**config.mk**
```make
export PLATFORM = sky130hd
export DESIGN_NAME = hazard_scoreboard
export DESIGN_NICKNAME = d
export VERILOG_FILES = /design/src/rtl/rv32_pkg.sv /design/src/rtl/hz_flush_timer.sv /design/src/rtl/hazard_scoreboard.sv
export SDC_FILE = /design/constraint.sdc
export NUM_CORES = 1
export LEC_CHECK = 0
export BUFFER_PORTS_ARGS = -buffer_cell sky130_fd_sc_hd__buf_2
export CAP_MARGIN = 20
export CORE_MARGIN = 3
export CORE_UTILIZATION = 45
export CTS_CLUSTER_SIZE = 24
export DETAILED_ROUTE_END_ITERATION = 10
export GPL_TIMING_DRIVEN = 0
export HOLD_SLACK_MARGIN = 0.15
export PLACE_DENSITY = 0.65
export SETUP_SLACK_MARGIN = 0.02
export SYNTH_ARGS = -nofsm -noshare
export SYNTH_HDL_FRONTEND = slang
export SYNTH_SLANG_ARGS = --single-unit
```
**constraint.sdc**
```tcl
create_clock -name clk_i -period 4.5 [get_ports clk_i]
set_input_delay 0.675 -clock clk_i [delete_from_list [all_inputs] [get_ports clk_i]]
set_output_delay 0.675 -clock clk_i [all_outputs]
set_load 0.01 [all_outputs]
```
**src/rtl/rv32_pkg.sv**
```systemverilog
// Shared decode-side types: latency classes, register index width and the
// bundled decode request used by the hazard scoreboard.
package rv32_pkg;

  localparam int REG_IDX_W = 5;

  typedef enum logic [1:0] {
    LAT_ALU  = 2'd0,
    LAT_LOAD = 2'd1,
    LAT_LONG = 2'd2,
    LAT_RSVD = 2'd3
  } lat_class_e;

  // Decode-stage fields grouped so a later decode refactor can pass one bus.
  typedef struct packed {
    logic                 valid;
    logic [REG_IDX_W-1:0] rs1;
    logic                 rs1_used;
    logic [REG_IDX_W-1:0] rs2;
    logic                 rs2_used;
    logic [REG_IDX_W-1:0] rd;
    logic                 rd_wr;
    lat_class_e           lat;
  } hz_req_t;

  // The reserved class behaves exactly like a long op.
  function automatic logic is_long(input lat_class_e l);
    return (l == LAT_LONG) || (l == LAT_RSVD);
  endfunction

endpackage

```
**src/rtl/hz_flush_timer.sv**
```systemverilog
// Control-hazard flush timer: a redirect (re)loads the counter, which then
// counts down; flush is asserted on the redirect cycle and while nonzero.
module hz_flush_timer #(
  parameter int FLUSH_CYC = 2
) (
  input  logic clk_i,
  input  logic rst_ni,
  input  logic redirect_i,
  output logic flush_o,
  output logic flush_active_o
);

  localparam logic [1:0] LOAD_VAL = 2'(FLUSH_CYC);

  logic [1:0] r_cnt;

  // Countdown register; a new redirect always restarts the full window.
  always_ff @(posedge clk_i or negedge rst_ni) begin
    if (!rst_ni) begin
      r_cnt <= 2'd0;
    end else if (redirect_i) begin
      r_cnt <= LOAD_VAL;
    end else if (r_cnt != 2'd0) begin
      r_cnt <= r_cnt - 2'd1;
    end
  end

  assign flush_active_o = (r_cnt != 2'd0);
  assign flush_o        = flush_active_o | redirect_i;

endmodule

```
**src/rtl/hazard_scoreboard.sv**
```systemverilog
// Decode-stage hazard unit: per-register busy scoreboard for loads and
// multi-cycle ops, outstanding long-op counter, stall and flush generation.
module hazard_scoreboard
  import rv32_pkg::*;
#(
  parameter int NREGS     = 32,
  parameter int MAX_LONG  = 2,
  parameter int FLUSH_CYC = 2
) (
  input  logic                 clk_i,
  input  logic                 rst_ni,
  input  logic                 id_valid_i,
  input  logic [REG_IDX_W-1:0] id_rs1_i,
  input  logic [REG_IDX_W-1:0] id_rs2_i,
  input  logic                 id_rs1_used_i,
  input  logic                 id_rs2_used_i,
  input  logic [REG_IDX_W-1:0] id_rd_i,
  input  logic                 id_rd_wr_i,
  input  logic [1:0]           id_lat_i,
  input  logic                 wb_valid_i,
  input  logic [REG_IDX_W-1:0] wb_rd_i,
  input  logic                 wb_long_i,
  input  logic                 ex_redirect_i,
  output logic                 id_stall_o,
  output logic                 flush_o,
  output logic [1:0]           control_hazard_o,
  output logic [NREGS-1:0]     busy_o,
  output logic [31:0]          stall_cnt_o
);

  localparam logic [2:0] LONG_MAX = 3'(MAX_LONG);

  hz_req_t          w_req;
  logic [NREGS-1:0] r_busy;
  logic [NREGS-1:0] w_busy_next;
  logic [NREGS-1:0] w_set_mask;
  logic [NREGS-1:0] w_clr_mask;
  logic [2:0]       r_long_cnt;
  logic [2:0]       w_long_cnt_next;
  logic [31:0]      r_stall_cnt;
  logic             w_redirect;
  logic             w_flush;
  logic             w_flush_active;
  logic             w_long_wb;
  logic             w_req_long;
  logic             w_raw;
  logic             w_waw;
  logic             w_str;
  logic             w_issue;
  logic             w_set_en;
  logic             w_long_inc;

  assign w_req.valid    = id_valid_i;
  assign w_req.rs1      = id_rs1_i;
  assign w_req.rs1_used = id_rs1_used_i;
  assign w_req.rs2      = id_rs2_i;
  assign w_req.rs2_used = id_rs2_used_i;
  assign w_req.rd       = id_rd_i;
  assign w_req.rd_wr    = id_rd_wr_i;
  assign w_req.lat      = lat_class_e'(id_lat_i);

  // Redirect is masked while in reset so every output reads zero then.
  assign w_redirect = ex_redirect_i & rst_ni;

  hz_flush_timer #(
    .FLUSH_CYC(FLUSH_CYC)
  ) u_flush_timer (
    .clk_i          (clk_i),
    .rst_ni         (rst_ni),
    .redirect_i     (w_redirect),
    .flush_o        (w_flush),
    .flush_active_o (w_flush_active)
  );

  assign w_long_wb  = wb_valid_i & wb_long_i;
  assign w_req_long = is_long(w_req.lat);

  // Hazards use the registered scoreboard only; a same-cycle writeback is
  // covered by the register file's write-then-read in the following cycle.
  assign w_raw = (w_req.rs1_used & r_busy[w_req.rs1]) |
                 (w_req.rs2_used & r_busy[w_req.rs2]);
  assign w_waw = w_req.rd_wr & (w_req.rd != '0) & r_busy[w_req.rd];
  assign w_str = w_req_long & (r_long_cnt == LONG_MAX) & ~w_long_wb;

  assign id_stall_o = w_req.valid & (w_raw | w_waw | w_str) & ~w_flush & ~w_redirect;
  assign w_issue    = w_req.valid & ~id_stall_o & ~w_flush;
  assign w_set_en   = w_issue & (w_req.lat != LAT_ALU) & w_req.rd_wr & (w_req.rd != '0);
  assign w_long_inc = w_issue & w_req_long;

  // Per-register set/clear masks; x0 can never become busy.
  genvar gi;
  generate
    for (gi = 0; gi < NREGS; gi++) begin : g_busy
      if (gi == 0) begin : g_x0
        assign w_set_mask[gi]  = 1'b0;
        assign w_clr_mask[gi]  = 1'b0;
        assign w_busy_next[gi] = 1'b0;
      end else begin : g_xn
        assign w_set_mask[gi]  = w_set_en & (w_req.rd == REG_IDX_W'(gi));
        assign w_clr_mask[gi]  = wb_valid_i & (wb_rd_i == REG_IDX_W'(gi));
        assign w_busy_next[gi] = (r_busy[gi] & ~w_clr_mask[gi]) | w_set_mask[gi];
      end
    end
  endgenerate

  // Outstanding long-op count: simultaneous inc/dec cancel, underflow holds 0.
  always_comb begin
    w_long_cnt_next = r_long_cnt;
    if (w_long_inc && !w_long_wb) begin
      w_long_cnt_next = r_long_cnt + 3'd1;
    end else if (!w_long_inc && w_long_wb && (r_long_cnt != 3'd0)) begin
      w_long_cnt_next = r_long_cnt - 3'd1;
    end
  end

  // Scoreboard and long-op counter state.
  always_ff @(posedge clk_i or negedge rst_ni) begin
    if (!rst_ni) begin
      r_busy     <= '0;
      r_long_cnt <= 3'd0;
    end else begin
      r_busy     <= w_busy_next;
      r_long_cnt <= w_long_cnt_next;
    end
  end

  // Saturating count of stalled decode cycles.
  always_ff @(posedge clk_i or negedge rst_ni) begin
    if (!rst_ni) begin
      r_stall_cnt <= 32'd0;
    end else if (id_stall_o && (r_stall_cnt != 32'hFFFF_FFFF)) begin
      r_stall_cnt <= r_stall_cnt + 32'd1;
    end
  end

  assign flush_o          = w_flush;
  assign control_hazard_o = {w_redirect, w_flush_active};
  assign busy_o           = r_busy;
  assign stall_cnt_o      = r_stall_cnt;

  // WAW stalling should make a same-register set and clear impossible.
  a_no_set_clr: assert property (@(posedge clk_i) disable iff (!rst_ni)
    (w_set_mask & w_clr_mask) == '0);

  // A long writeback with nothing outstanding indicates an upstream bug.
  a_no_underflow: assert property (@(posedge clk_i) disable iff (!rst_ni)
    !(w_long_wb && (r_long_cnt == 3'd0)));

endmodule

```
After elaboration in Yosys (flattened, before gate mapping) --
Cells that the tools add are included.
Cells by class: add/sub/neg operators 4, order comparisons 3, equality and inequality tests 66, mux-type cells 10, bitwise logic cells 180, reductions and logical operators 13
Operators by type and width (count):
- equality test 5 bit, second input constant | 32
- bitwise AND 1 bit | 110
- equality test 5 x 4 -> 1 bit, second input constant | 16
- equality test 5 x 3 -> 1 bit, second input constant | 8
- inverter 1 bit | 35
- bitwise OR 1 bit | 35
- adder 32 x 1 -> 32 bit, second input constant | 1
- != test 32 bit, second input constant | 1
- equality test 5 x 2 -> 1 bit, second input constant | 4
- < comparator 5 x 6 -> 1 bit, second input constant | 3
- binary-select mux 1 bit (select 5 bit) | 3
- equality test 5 x 1 -> 1 bit, second input constant | 2
- nonzero test 2 bit | 4
- two-way mux 3 bit | 2
- nonzero test 5 bit | 1
- equality test 2 bit, second input constant | 2
- logical AND 1 bit | 4
- two-way mux 2 bit | 2
- adder 3 x 1 -> 3 bit, second input constant | 1
- equality test 3 x 2 -> 1 bit, second input constant | 1
- two-way mux 1 bit | 3
- nonzero test 3 bit | 1
- subtractor 3 x 1 -> 3 bit, second input constant | 1
- logical NOT 1 bit | 2
- 2 further kinds | 2
Word-level totals: register bits after elaboration 68, input port bits 31, output and inout bits 68, logic and storage cells 280

Logic depth before layout (Yosys ltp) --
Gate-level depths: netlist of run 1.
word-level depth 18, mapped depth 15, gate-level depth less buffers 13

Modules after synthesis --
From an unflattened synthesis of run 1, not the netlist that was laid out.
Second synthesis, totals: cell total of the unflattened synthesis 443, area, all modules 4309.1 um2
Modules (own cells, without submodules):
- hazard_scoreboard | times used 1, cells each 431, area an instance 4194.0 um2, seq. area each 1651.6 um2
- hz_flush_timer | times used 1, cells each 12, area an instance 115.1 um2, seq. area each 50.0 um2

Worst setup path after synthesis of run 1 --
OpenSTA, ideal clock, no wires.
kind input -> register, from input id_rd_i[1], to register r_long_cnt[2], library setup time 0.067 ns, data arrival time 3.538 ns, data required time 4.433 ns, setup slack 0.895 ns, stages 13, buffers on the path 1, cell sequence buf_2 -> mux4_2 -> a32oi_1 -> nand4_1 -> o211ai_1 -> o21ai_2 -> nor2_1 -> and3_1 -> nand2_1 -> fa_1 -> or4_1 -> a32oi_1 -> a311o_1
On the way: word-level cells in the longest chain between the ends 16, elaborated cells between the ends (all ways) 20, those cells by class 3 x mux; 11 x bitwise; 6 x reduce/logical
RTL lines:
- from (decl) | line hazard_scoreboard.sv:17 | input logic [REG_IDX_W-1:0] id_rd_i,
- binary-select mux 1 bit (select 5 bit) / nonzero test 5 bit (equally long branches) | line hazard_scoreboard.sv:82 | assign w_waw = w_req.rd_wr & (w_req.rd != '0) & r_busy[w_req.rd];
- two-way mux 1 bit (not written as such) / bitwise AND 1 bit (equally long branches) | line hazard_scoreboard.sv:82
- bitwise AND 1 bit (*) | line hazard_scoreboard.sv:82
- bitwise OR 1 bit (*) (2 in series) | line hazard_scoreboard.sv:85 | assign id_stall_o = w_req.valid & (w_raw | w_waw | w_str) & ~w_flush & ~w_redirect;
- bitwise AND 1 bit (*) (3 in series) | line hazard_scoreboard.sv:85
- inverter 1 bit (*) | line hazard_scoreboard.sv:86 | assign w_issue = w_req.valid & ~id_stall_o & ~w_flush;
- bitwise AND 1 bit (*) (2 in series) | line hazard_scoreboard.sv:86
- bitwise AND 1 bit (*) | line hazard_scoreboard.sv:88 | assign w_long_inc = w_issue & w_req_long;
- logical NOT 1 bit | line hazard_scoreboard.sv:111 | end else if (!w_long_inc && w_long_wb && (r_long_cnt != 3'd0)) begin
- logical AND 1 bit (2 in series) | line hazard_scoreboard.sv:111
- nonzero test 2 bit (no source line)
- to (signal assigned) | line hazard_scoreboard.sv:123 | r_long_cnt <= w_long_cnt_next;
- to (decl) | line hazard_scoreboard.sv:38 | logic [2:0] r_long_cnt;
Every way passes the cells marked *; elsewhere a longest branch is shown, timed or not. The select of a mux whose other input is x is not followed. A chain may end at the register's enable or synchronous reset.

Worst setup path after layout of run 1 --
from input id_rs2_i[1], to register r_long_cnt[2]
On the way: word-level cells in the longest chain between the ends 17, elaborated cells between the ends (all ways) 19, those cells by class 3 x mux; 11 x bitwise; 5 x reduce/logical
RTL lines:
- from (decl) | line hazard_scoreboard.sv:14 | input logic [REG_IDX_W-1:0] id_rs2_i,
- binary-select mux 1 bit (select 5 bit) (*) | line hazard_scoreboard.sv:81 | (w_req.rs2_used & r_busy[w_req.rs2]);
- two-way mux 1 bit (not written as such) (*) | line hazard_scoreboard.sv:81
- bitwise AND 1 bit (*) | line hazard_scoreboard.sv:81
- bitwise OR 1 bit (*) | line hazard_scoreboard.sv:80 | assign w_raw = (w_req.rs1_used & r_busy[w_req.rs1]) |
- bitwise OR 1 bit (*) (2 in series) | line hazard_scoreboard.sv:85
- bitwise AND 1 bit (*) (3 in series) | line hazard_scoreboard.sv:85
- inverter 1 bit (*) | line hazard_scoreboard.sv:86
- bitwise AND 1 bit (*) (2 in series) | line hazard_scoreboard.sv:86
- bitwise AND 1 bit (*) | line hazard_scoreboard.sv:88
- logical NOT 1 bit | line hazard_scoreboard.sv:111
- logical AND 1 bit (2 in series) | line hazard_scoreboard.sv:111
- nonzero test 2 bit (no source line)
Marked as above.

==> results of run 1 <==
-- per-layer routing --
metal	vias to the layer above	wire length [microns]	GRT usage, %
li1	1750	-	-
met1	1830	5220	33.5
met2	179	5580	34.4
met3	17	946	3.32
met4	0	214	9.16
met5	-	0	0
-- power breakdown --
part	internal [W]	total, W	switching, W
logic	0.000181	0.000417	0.000236
registers	0.000665	0.000738	0.0000735
clock network	0.000259	0.000523	0.000265
total	0.00110	0.00168	0.000574
-- cell usage in the layout, fill, tap and decap left out, types with 18 or more instances in the layout --
master,netlist,routed
buf_2,7,96
dfrtp_1,68,68
o21ai_0,46,46
nand2_1,39,39
nand3_1,31,31
xor2_1,29,29
nor2_1,27,27
o21ai_2,19,19
mux2i_1,18,18
-- layout make-up --
class,instances,area share (%)
clock buffers,9,2.46
clock inverters,7,1.52
flip-flops and latches,68,33.8
repair buffers,90,9.00
plain buffers,25,3.13
multi-input cells,324,46.9
inverters,7,0.522
well taps,108,2.69
-- path summary, 6_finish.rpt --
check,from,endpoint,slack [ns],cells after the start
max,id_rs2_i[1],r_long_cnt[2],0.70,13
min,rst_ni,busy_o[23],0.42,1
max reg2reg,busy_o[19],r_long_cnt[2],0.73,12
min reg2reg,stall_cnt_o[7],stall_cnt_o[7],0.48,1
max in group asynchronous,rst_ni,busy_o[5],3.46,1
min in group clk_i,stall_cnt_o[7],stall_cnt_o[7],0.48,1
-- sequential cells by signal, summed over array words and instances, names as in the netlist --
name / flops
busy_o: 31
r_long_cnt: 3
stall_cnt_o: 32
u_flush_timer.r_cnt: 2
-- worst max-delay path, stage by stage --
cell	delay, ns
buf_2	0.12
mux2_1	0.33
or3_1	0.30
a41o_1	0.19
a32oi_1	0.38
o21ai_2	0.16
nor2_1	0.34
and3_1	0.28
nand2_1	0.09
fa_1	0.42
or4_1	0.51
a32oi_1	0.17
a311o_1	0.12
-- cell families (layout without fill, tap and decap cells) --
group	count (synthesis)	in the layout	synth area share [%]
and+or+nand+nor	159	159	19.4
AOI/OAI and AO/OA	89	89	13.6
DFF	68	68	40.1
muxes	40	40	14.9
xor gates and xnor gates	32	32	6.61
buffers and inverters	32	138	4.33
adders and majority gates	3	3	1.06
other	1	1	0.0884
-- per-stage QoR --
step | power (W) | util [%] | cells
after CTS | 0.00168 | 56.3 | 638
final | 0.00168 | 56.3 | 638
after detailed placement | 0.00117 | 54.1 | 622
after floorplan | 0.00102 | - | 424
after global placement | 0.00115 | 54.0 | 622
after global routing | 0.00176 | 56.3 | 638
==> flow_summary_export.csv, run 1 <==
group,metric,value,unit
placement,place_area,4830,sq um
clocking,h-tree-depth,3,
cells_and_area,post_route_cells_drive_above_1_share,30.8,%
job,cap_violations,0,
synth,synthCells,424,
sta,timing.slew.headroom,39.5,%
synth,avgSynthCellArea,10.0,sq um
clocking,cts_buffers,9,
synth,syn_nets,458,
clocking,cts-resized-gates,0,
sta,timing.hold.ws,0.416,ns
critical_path,crit_path_end_kind,"flop",
global_route,grt_pass1_vias,3590,
die,coreArea,8930,sq um
global_route,grt_pass1_wl,18600,microns
sta,skew,0.0187,ns
cells_and_area,area_growth,18.6,%
detailed_routing,routedWlPerCell,18.7,microns
die,die-area,10600,sq um
worst_hold_path,hp-class,"input port to asynchronous set/reset pin",
synth,syn_area,4240,sq um
sta,hold_viol,0,
critical_path,worstPathArrival,4.09,ns
placement,portBuffers,90,
synth,synth_edf_count,0,
critical_path,critPathRequiredTime,4.79,ns
clocking,cts_tree,"yes",
synth,synth_cell_types,57,
detailed_routing,drc,0,
clocking,clock_latency,0.36,ns
pwr,leakage,2.50,nW
synth,synthArstFlopShare,100,%
clocking,root_buffer,"clkbuf_8",
status,status,"complete, no violations",
placement,hpwl,8710,microns
die,io_pins,99,
cells_and_area,stdcell_area,5030,sq um
pwr,ir_drop,0.238,mV
sta,finalCriticalPeriod,3.80,ns
critical_path,start_kind,"input port",
clocking,postCtsHoldBufs,0,
sta,max_freq,0.263,GHz
synth,synth_area_leader_cell,"dfrtp_1",
synth,netlist_top_cells_area,"dfrtp_1 40%, mux4_2 7.4%, xor2_1 6.0%",
synth,yosysTopAreaCellShare,40.1,%
clocking,post_cts_buffers,0,
synth,synth-seq-cells,68,
global_route,antenna_found_initial,0,
clocking,clkTransAtPathRegs,0.08,ns
global_route,grt_overflow,0,
detailed_routing,antenna_left,0,
detailed_routing,wirelength,12000,microns
placement,place_ws,0.413,ns
sta,setup_ws,0.702,ns
sta,rsz0062_at_grt,"no",
die,row_count,34,
sta,period_share,84.4,%
detailed_routing,via_per_inst,5.92,
cells_and_area,multi_input_area,2360,sq um
pwr,power_density,334,nW/um^2
cells_and_area,filler_cell_count,848,
critical_path,cp_max_fo,6,
synth,yosysWarnings,0,
sta,finalSetupViolCount,0,
synth,synth_most_common_cell,"dfrtp_1",
clocking,cts_num_sinks,68,
clocking,clockBufferDepth,2,
cells_and_area,final_nets,559,
global_route,grt_usage,22.9,%
die,die_x,103,microns
die,initial_utilization,47.5,%
cells_and_area,diodes,0,
die,die_y,103,microns
detailed_routing,via_count,3776,
global_route,grt_max_degree,70,
sta,setup_tns,0,ns
synth,seq_area_frac_synth,40.1,%
critical_path,path_class,"input port to flop",
sta,tightest_slew,0.907,ns
detailed_routing,drtPass1Iterations,5,
sta,final_max_slew_viol_count,0,
synth,ys.flop_type,"dfrtp_1",
synth,synthTopCellsByCount,"68 x dfrtp_1, 46 x o21ai_0, 39 x nand2_1, 31 x nand3_1, 29 x xor2_1",
detailed_routing,first_iter_violations,213,
cells_and_area,seqCellArea,1700,sq um
placement,gp_congestion,0.882,
Note: power is estimated with default switching activity, not from simulation.
==> run 2, diff against run 1 <==
--- a/config.mk
+++ b/config.mk
@@ -13,7 +13,7 @@
 export DETAILED_ROUTE_END_ITERATION = 10
 export GPL_TIMING_DRIVEN = 0
 export HOLD_SLACK_MARGIN = 0.15
-export PLACE_DENSITY = 0.65
+export PLACE_DENSITY = 0.67
 export SETUP_SLACK_MARGIN = 0.02
 export SYNTH_ARGS = -nofsm -noshare
 export SYNTH_HDL_FRONTEND = slang
==> constraint.sdc (replaced) <==
create_clock -name clk_i -period 3.04 [get_ports clk_i]
set_input_delay 0.456 -clock clk_i [delete_from_list [all_inputs] [get_ports clk_i]]
set_output_delay 0.456 -clock clk_i [all_outputs]
set_load 0.01 [all_outputs]
==> run 2 against run 1 <==
  * The run now ends with negative setup slack left
  * Critical path depth is 1 lower
  * Utilization is 0.92 points higher
  * Design area is 1.6% higher
  * Power is 50% higher
  * Critical path type is now flop to flop
  * Highest routed layer unchanged
==> flow_summary_export.csv, run 2 (synthesized netlist as in run 1, its figures left out) <==
group,metric,value,unit
clocking,clkTransAtPathRegs,0.09,ns
pwr,p_sw_share,34.0,%
pwr,p_clk_share,30.1,%
clocking,clock_latency,0.35,ns
sta,final_max_slew_viol_count,0,
global_route,grt_max_degree,70,
sta,timing.slew.headroom,42.4,%
placement,gp_congestion,0.887,
clocking,root_buffer,"clkbuf_8",
critical_path,worstPathArrival,3.37,ns
cells_and_area,largest_reg_flops,32,
cells_and_area,stdcell_area,5110,sq um
detailed_routing,via_per_inst,5.95,
pwr,power.internal,0.00166,W
status,status,"finished with violations",
critical_path,crit_path_end_kind,"flop",
cells_and_area,mostFrequentLayoutCell,"buf_2",
sta,max_freq,0.324,GHz
critical_path,start_kind,"flop",
clocking,cts_num_sinks,68,
cells_and_area,multi_input_area,2390,sq um
clocking,postCtsHoldBufs,0,
clocking,cts_tree,"yes",
global_route,grt_pass1_wl,19200,microns
detailed_routing,first_iter_violations,211,
sta,rsz0062_at_grt,"yes",
detailed_routing,antenna_left,0,
pwr,power_density,492,nW/um^2
cells_and_area,post_route_cells_drive_above_1_share,33.3,%
cells_and_area,diodes,0,
detailed_routing,via_count,3819,
sta,finalSetupViolCount,1,
cells_and_area,final_core_util,57.2,%
sta,period_share,101,%
cells_and_area,filler_cell_count,783,
die,die-area,10600,sq um
placement,hpwl,8740,microns
die,row_count,34,
die,initial_utilization,47.5,%
die,die_x,103,microns
placement,portBuffers,90,
detailed_routing,routedWlPerCell,18.8,microns
sta,skew,0.0153,ns
global_route,grt_usage,23.5,%
pwr,combPwrFrac,26.3,%
pwr,power_switching,0.000857,W
sta,timing.hold.ws,0.205,ns
cells_and_area,mostFrequentLayoutCells,"94 x buf_2, 64 x dfrtp_1, 46 x o21ai_0",
critical_path,path_class,"flop to flop",
critical_path,cp_max_fo,5,
clocking,clockBufferDepth,2,
sta,setup_tns,-0.0455,ns
detailed_routing,drtPass1Iterations,4,
cells_and_area,final_nets,563,
clocking,cts_buffers,9,
cells_and_area,area_growth,20.5,%
cells_and_area,seqCellArea,1710,sq um
sta,hold_viol,0,
pwr,pwr-share-seq,43.6,%
clocking,h-tree-depth,3,
sta,setup_ws,-0.0455,ns
global_route,grt_pass1_vias,3826,
critical_path,critPathRequiredTime,3.33,ns
placement,place_area,4860,sq um
global_route,grt_overflow,0,
worst_hold_path,hp-class,"input port to asynchronous set/reset pin",
sta,tightest_slew,0.864,ns
detailed_routing,wirelength,12100,microns
pwr,ir_drop,0.369,mV
sta,finalCriticalPeriod,3.09,ns
pwr,leakage,2.52,nW
job,cap_violations,0,
die,die_y,103,microns
detailed_routing,drc,0,
status,violations,"negative setup slack",
die,io_pins,99,
global_route,antenna_found_initial,0,
die,coreArea,8930,sq um
## run 2: cell types whose count changed in the layout (fill, tap and decap cells not counted), moves of 2 or more
cell | previous run | this run
dfrtp_2 | 0 | 4
dfrtp_1 | 68 | 64
buf_2 | 96 | 94
buf_4 | 5 | 9
clkinv_4 | 2 | 0
## run 2: critical path: stages, from the launching register on
cell,delay (ns)
dfrtp_2,0.45
mux2_1,0.29
or3_1,0.32
a41o_1,0.20
a32oi_1,0.19
o21ai_2,0.11
nor2_4,0.13
and3_4,0.20
nand2_2,0.06
fa_2,0.36
or4_4,0.43
a32oi_2,0.16
a311o_1,0.13
## run 2: power groups by stage
stage               combinational, W  sequential [W]  clock, W
CTS                         0.000653         0.00109  0.000768
global placement            0.000609         0.00110         0
finish                      0.000662         0.00110  0.000757
global route                0.000737         0.00111  0.000808
floorplan                   0.000410         0.00110         0
detailed placement          0.000636         0.00111         0
## run 2: path summary, 6_finish.rpt
path	slack, ns	cells after the start	from	to
worst max-delay path	-0.05	12	busy_o[19]	r_long_cnt[2]
worst min-delay path	0.21	1	rst_ni	stall_cnt_o[6]
worst max register to register	-0.05	12	busy_o[19]	r_long_cnt[2]
worst min register to register	0.48	1	stall_cnt_o[5]	stall_cnt_o[5]
max in group asynchronous	2.20	1	rst_ni	busy_o[30]
min in group clk_i	0.44	4	ex_redirect_i	u_flush_timer.r_cnt[0]
## run 2: final cells by class
cell class              instances  area share, %
repair buffers                 94           9.44
clock buffers                   9           2.42
flip-flops and latches         68           33.4
well taps                     108           2.64
plain buffers                  25           3.40
inverters                       7          0.514
clock inverters                 7           1.47
multi-input cells             324           46.7
## run 2: through the flow
step / std cells / power [W] / setup WS (ns)
floorplan: 424 / 0.00151 / -0.0930
global placement: 622 / 0.00171 / -0.503
detailed placement: 622 / 0.00175 / -0.572
CTS: 642 / 0.00251 / -0.0371
global route: 642 / 0.00266 / -0.180
finish: 642 / 0.00252 / -0.0455
## run 2: per-layer routing
layer | part of all wire, % | GRT usage (%)
met5 | 0 | 0
met4 | 2.2 | 9.46
met3 | 6.7 | 4.33
met2 | 48 | 37.3
met1 | 43 | 31.9
## run 2: repair_timing
action | in CTS | in global routing
buffers inserted | 4 | 0
pin swaps | 7 | 2
setup endpoints to repair | 2 | 1
resized for setup | 1 | 7
==> run 3, diff against run 2 <==
--- a/config.mk
+++ b/config.mk
@@ -7,13 +7,15 @@
 export LEC_CHECK = 0
 export BUFFER_PORTS_ARGS = -buffer_cell sky130_fd_sc_hd__buf_2
 export CAP_MARGIN = 20
+export CELL_PAD_IN_SITES_DETAIL_PLACEMENT = 1
+export CELL_PAD_IN_SITES_GLOBAL_PLACEMENT = 2
 export CORE_MARGIN = 3
-export CORE_UTILIZATION = 45
+export CORE_UTILIZATION = 30
 export CTS_CLUSTER_SIZE = 24
 export DETAILED_ROUTE_END_ITERATION = 10
 export GPL_TIMING_DRIVEN = 0
 export HOLD_SLACK_MARGIN = 0.15
-export PLACE_DENSITY = 0.67
+export PLACE_DENSITY = 0.81
 export SETUP_SLACK_MARGIN = 0.02
 export SYNTH_ARGS = -nofsm -noshare
 export SYNTH_HDL_FRONTEND = slang
==> run 3 against run 2 <==
  * The run still ends with negative setup slack left
  * Register-to-register slack worse by 0.08 ns
  * Wire length grew 18%
  * Utilization is 17 points lower
  * Die area rose by 47%
  * Clock power grew 41%
  * Maximum frequency down 2.5%
  * Combinational power grew 6.5%
  * Clock skew is 0.0089 ns lower
  * Non-clock buffer count rose by 15
  * Worst setup slack got worse by 0.078 ns
  * Worst hold slack better by 0.27 ns
  * Critical path depth is 1 higher
  * Critical path type unchanged
  * Largest power group unchanged
==> flow_summary_export.csv, run 3 (synthesized netlist as in run 1, its figures left out) <==
group,metric,value,unit
global_route,grt_max_degree,52,
pwr,leakage,2.67,nW
sta,final_max_slew_viol_count,0,
detailed_routing,via_count,3885,
worst_hold_path,hp-class,"input port to flop",
cells_and_area,final_core_util,40.4,%
sta,rsz0062_at_grt,"yes",
global_route,grt_overflow,0,
detailed_routing,drc,0,
clocking,clockBufferDepth,2,
cells_and_area,final_nets,578,
placement,gp_congestion,0.807,
die,die-area,15600,sq um
die,die_x,125,microns
pwr,power.total,0.00288,W
detailed_routing,drtPass1Iterations,4,
sta,timing.slew.headroom,51.9,%
placement,place_ws,-0.662,ns
detailed_routing,antenna_left,0,
detailed_routing,via_per_inst,5.37,
clocking,cts_buffers,9,
pwr,ir_drop,0.287,mV
cells_and_area,largest_reg_flops,32,
sta,finalCriticalPeriod,3.16,ns
cells_and_area,diodes,0,
cells_and_area,area_growth,29.0,%
placement,portBuffers,90,
sta,tightest_slew,0.720,ns
job,cap_violations,0,
sta,finalSetupViolCount,1,
cells_and_area,stdcell_area,5470,sq um
cells_and_area,filler_cell_count,1569,
detailed_routing,wirelength,14200,microns
placement,hpwl,10500,microns
clocking,cts_num_sinks,68,
sta,skew,0.00642,ns
clocking,cts_tree,"yes",
clocking,clock_latency,0.33,ns
critical_path,crit_path_end_kind,"flop",
placement,place_area,4970,sq um
sta,max_freq,0.316,GHz
cells_and_area,post_route_cells_drive_above_1_share,34.9,%
pwr,power_density,525,nW/um^2
sta,period_share,104,%
clocking,clkTransAtPathRegs,0.05,ns
clocking,root_buffer,"clkbuf_16",
die,initial_utilization,31.3,%
detailed_routing,first_iter_violations,284,
critical_path,start_kind,"flop",
sta,setup_ws,-0.124,ns
global_route,grt_pass1_wl,22500,microns
critical_path,cp_max_fo,3,
critical_path,worstPathArrival,3.43,ns
status,status,"finished with violations",
critical_path,path_class,"flop to flop",
die,die_y,125,microns
detailed_routing,routedWlPerCell,19.7,microns
critical_path,critPathRequiredTime,3.31,ns
cells_and_area,mostFrequentLayoutCells,"94 x buf_2, 61 x dfrtp_1, 45 x o21ai_0",
global_route,grt_pass1_vias,4077,
sta,hold_viol,0,
global_route,antenna_found_initial,0,
cells_and_area,mostFrequentLayoutCell,"buf_2",
die,io_pins,99,
clocking,h-tree-depth,3,
die,row_count,42,
die,coreArea,13600,sq um
global_route,grt_usage,17.9,%
status,violations,"negative setup slack",
==> run 3: worst paths after layout <==
kind	from	to	slack [ns]	cells after the start
worst max-delay path	busy_o[23]	r_long_cnt[2]	-0.12	13
worst min-delay path	ex_redirect_i	u_flush_timer.r_cnt[0]	0.47	4
worst max register to register	busy_o[23]	r_long_cnt[2]	-0.12	13
worst min register to register	stall_cnt_o[30]	stall_cnt_o[30]	0.48	1
max in group asynchronous	rst_ni	busy_o[14]	1.23	3
min in group asynchronous	rst_ni	u_flush_timer.r_cnt[0]	0.60	3
==> run 3: layer usage <==
layer,part of all wire (%),global-route usage (%)
met1,44,24.1
met4,0.84,3.89
met3,5.6,3.64
met5,0,0
met2,49,30.1
==> run 3: through the flow <==
step	TNS, ns	instances	hold WS [ns]
6_report	-0.124	724	0.471
2_1_floorplan	-0.0930	424	0.160
4_1_cts	-0.0891	720	0.461
5_1_grt	-0.242	724	0.499
3_5_place_dp	-1.04	691	0.350
3_3_place_gp	-11.27	690	0.467
==> run 3: final cells by class <==
cell class	count	area [sq um]	share of cell area, %
inverters	7	26.3	0.480
multi-input cells	324	2400	43.8
repair buffers	109	641	11.7
flip-flops and latches	68	1710	31.3
plain buffers	25	174	3.18
clock buffers	14	274	5.01
well taps	176	220	4.02
clock inverters	1	30.0	0.549
==> run 3: timing repair <==
| action | 4_1_cts | 5_1_grt |
|---|---|---|
| endpoints found under the hold margin | 15 | 0 |
| resized for setup | 8 | 5 |
| hold buffers | 3 | 0 |
| buffers inserted | 11 | 4 |
| pin swaps | 8 | 1 |
| endpoints found under the setup margin | 2 | 2 |
| cloned | 0 | 0 |
==> run 3: critical path: stages, from the launching register on <==
cell,delay [ns]
dfrtp_1,0.41
buf_4,0.15
mux4_2,0.45
mux2i_1,0.17
nand2_1,0.07
mux2i_1,0.24
o21ai_4,0.12
nor2_4,0.13
and3_4,0.19
nand2_2,0.05
fa_2,0.37
or4_4,0.43
a32oi_2,0.18
a311o_1,0.13
==> run 3: power by group <==
part           total [W]  internal (W)  leakage (nW)  switching, W
Combinational   0.000705      0.000313          1.60      0.000393
Sequential       0.00110      0.000988         0.918      0.000117
Clock            0.00107      0.000698         0.149      0.000367
Total            0.00288       0.00200          2.67      0.000877
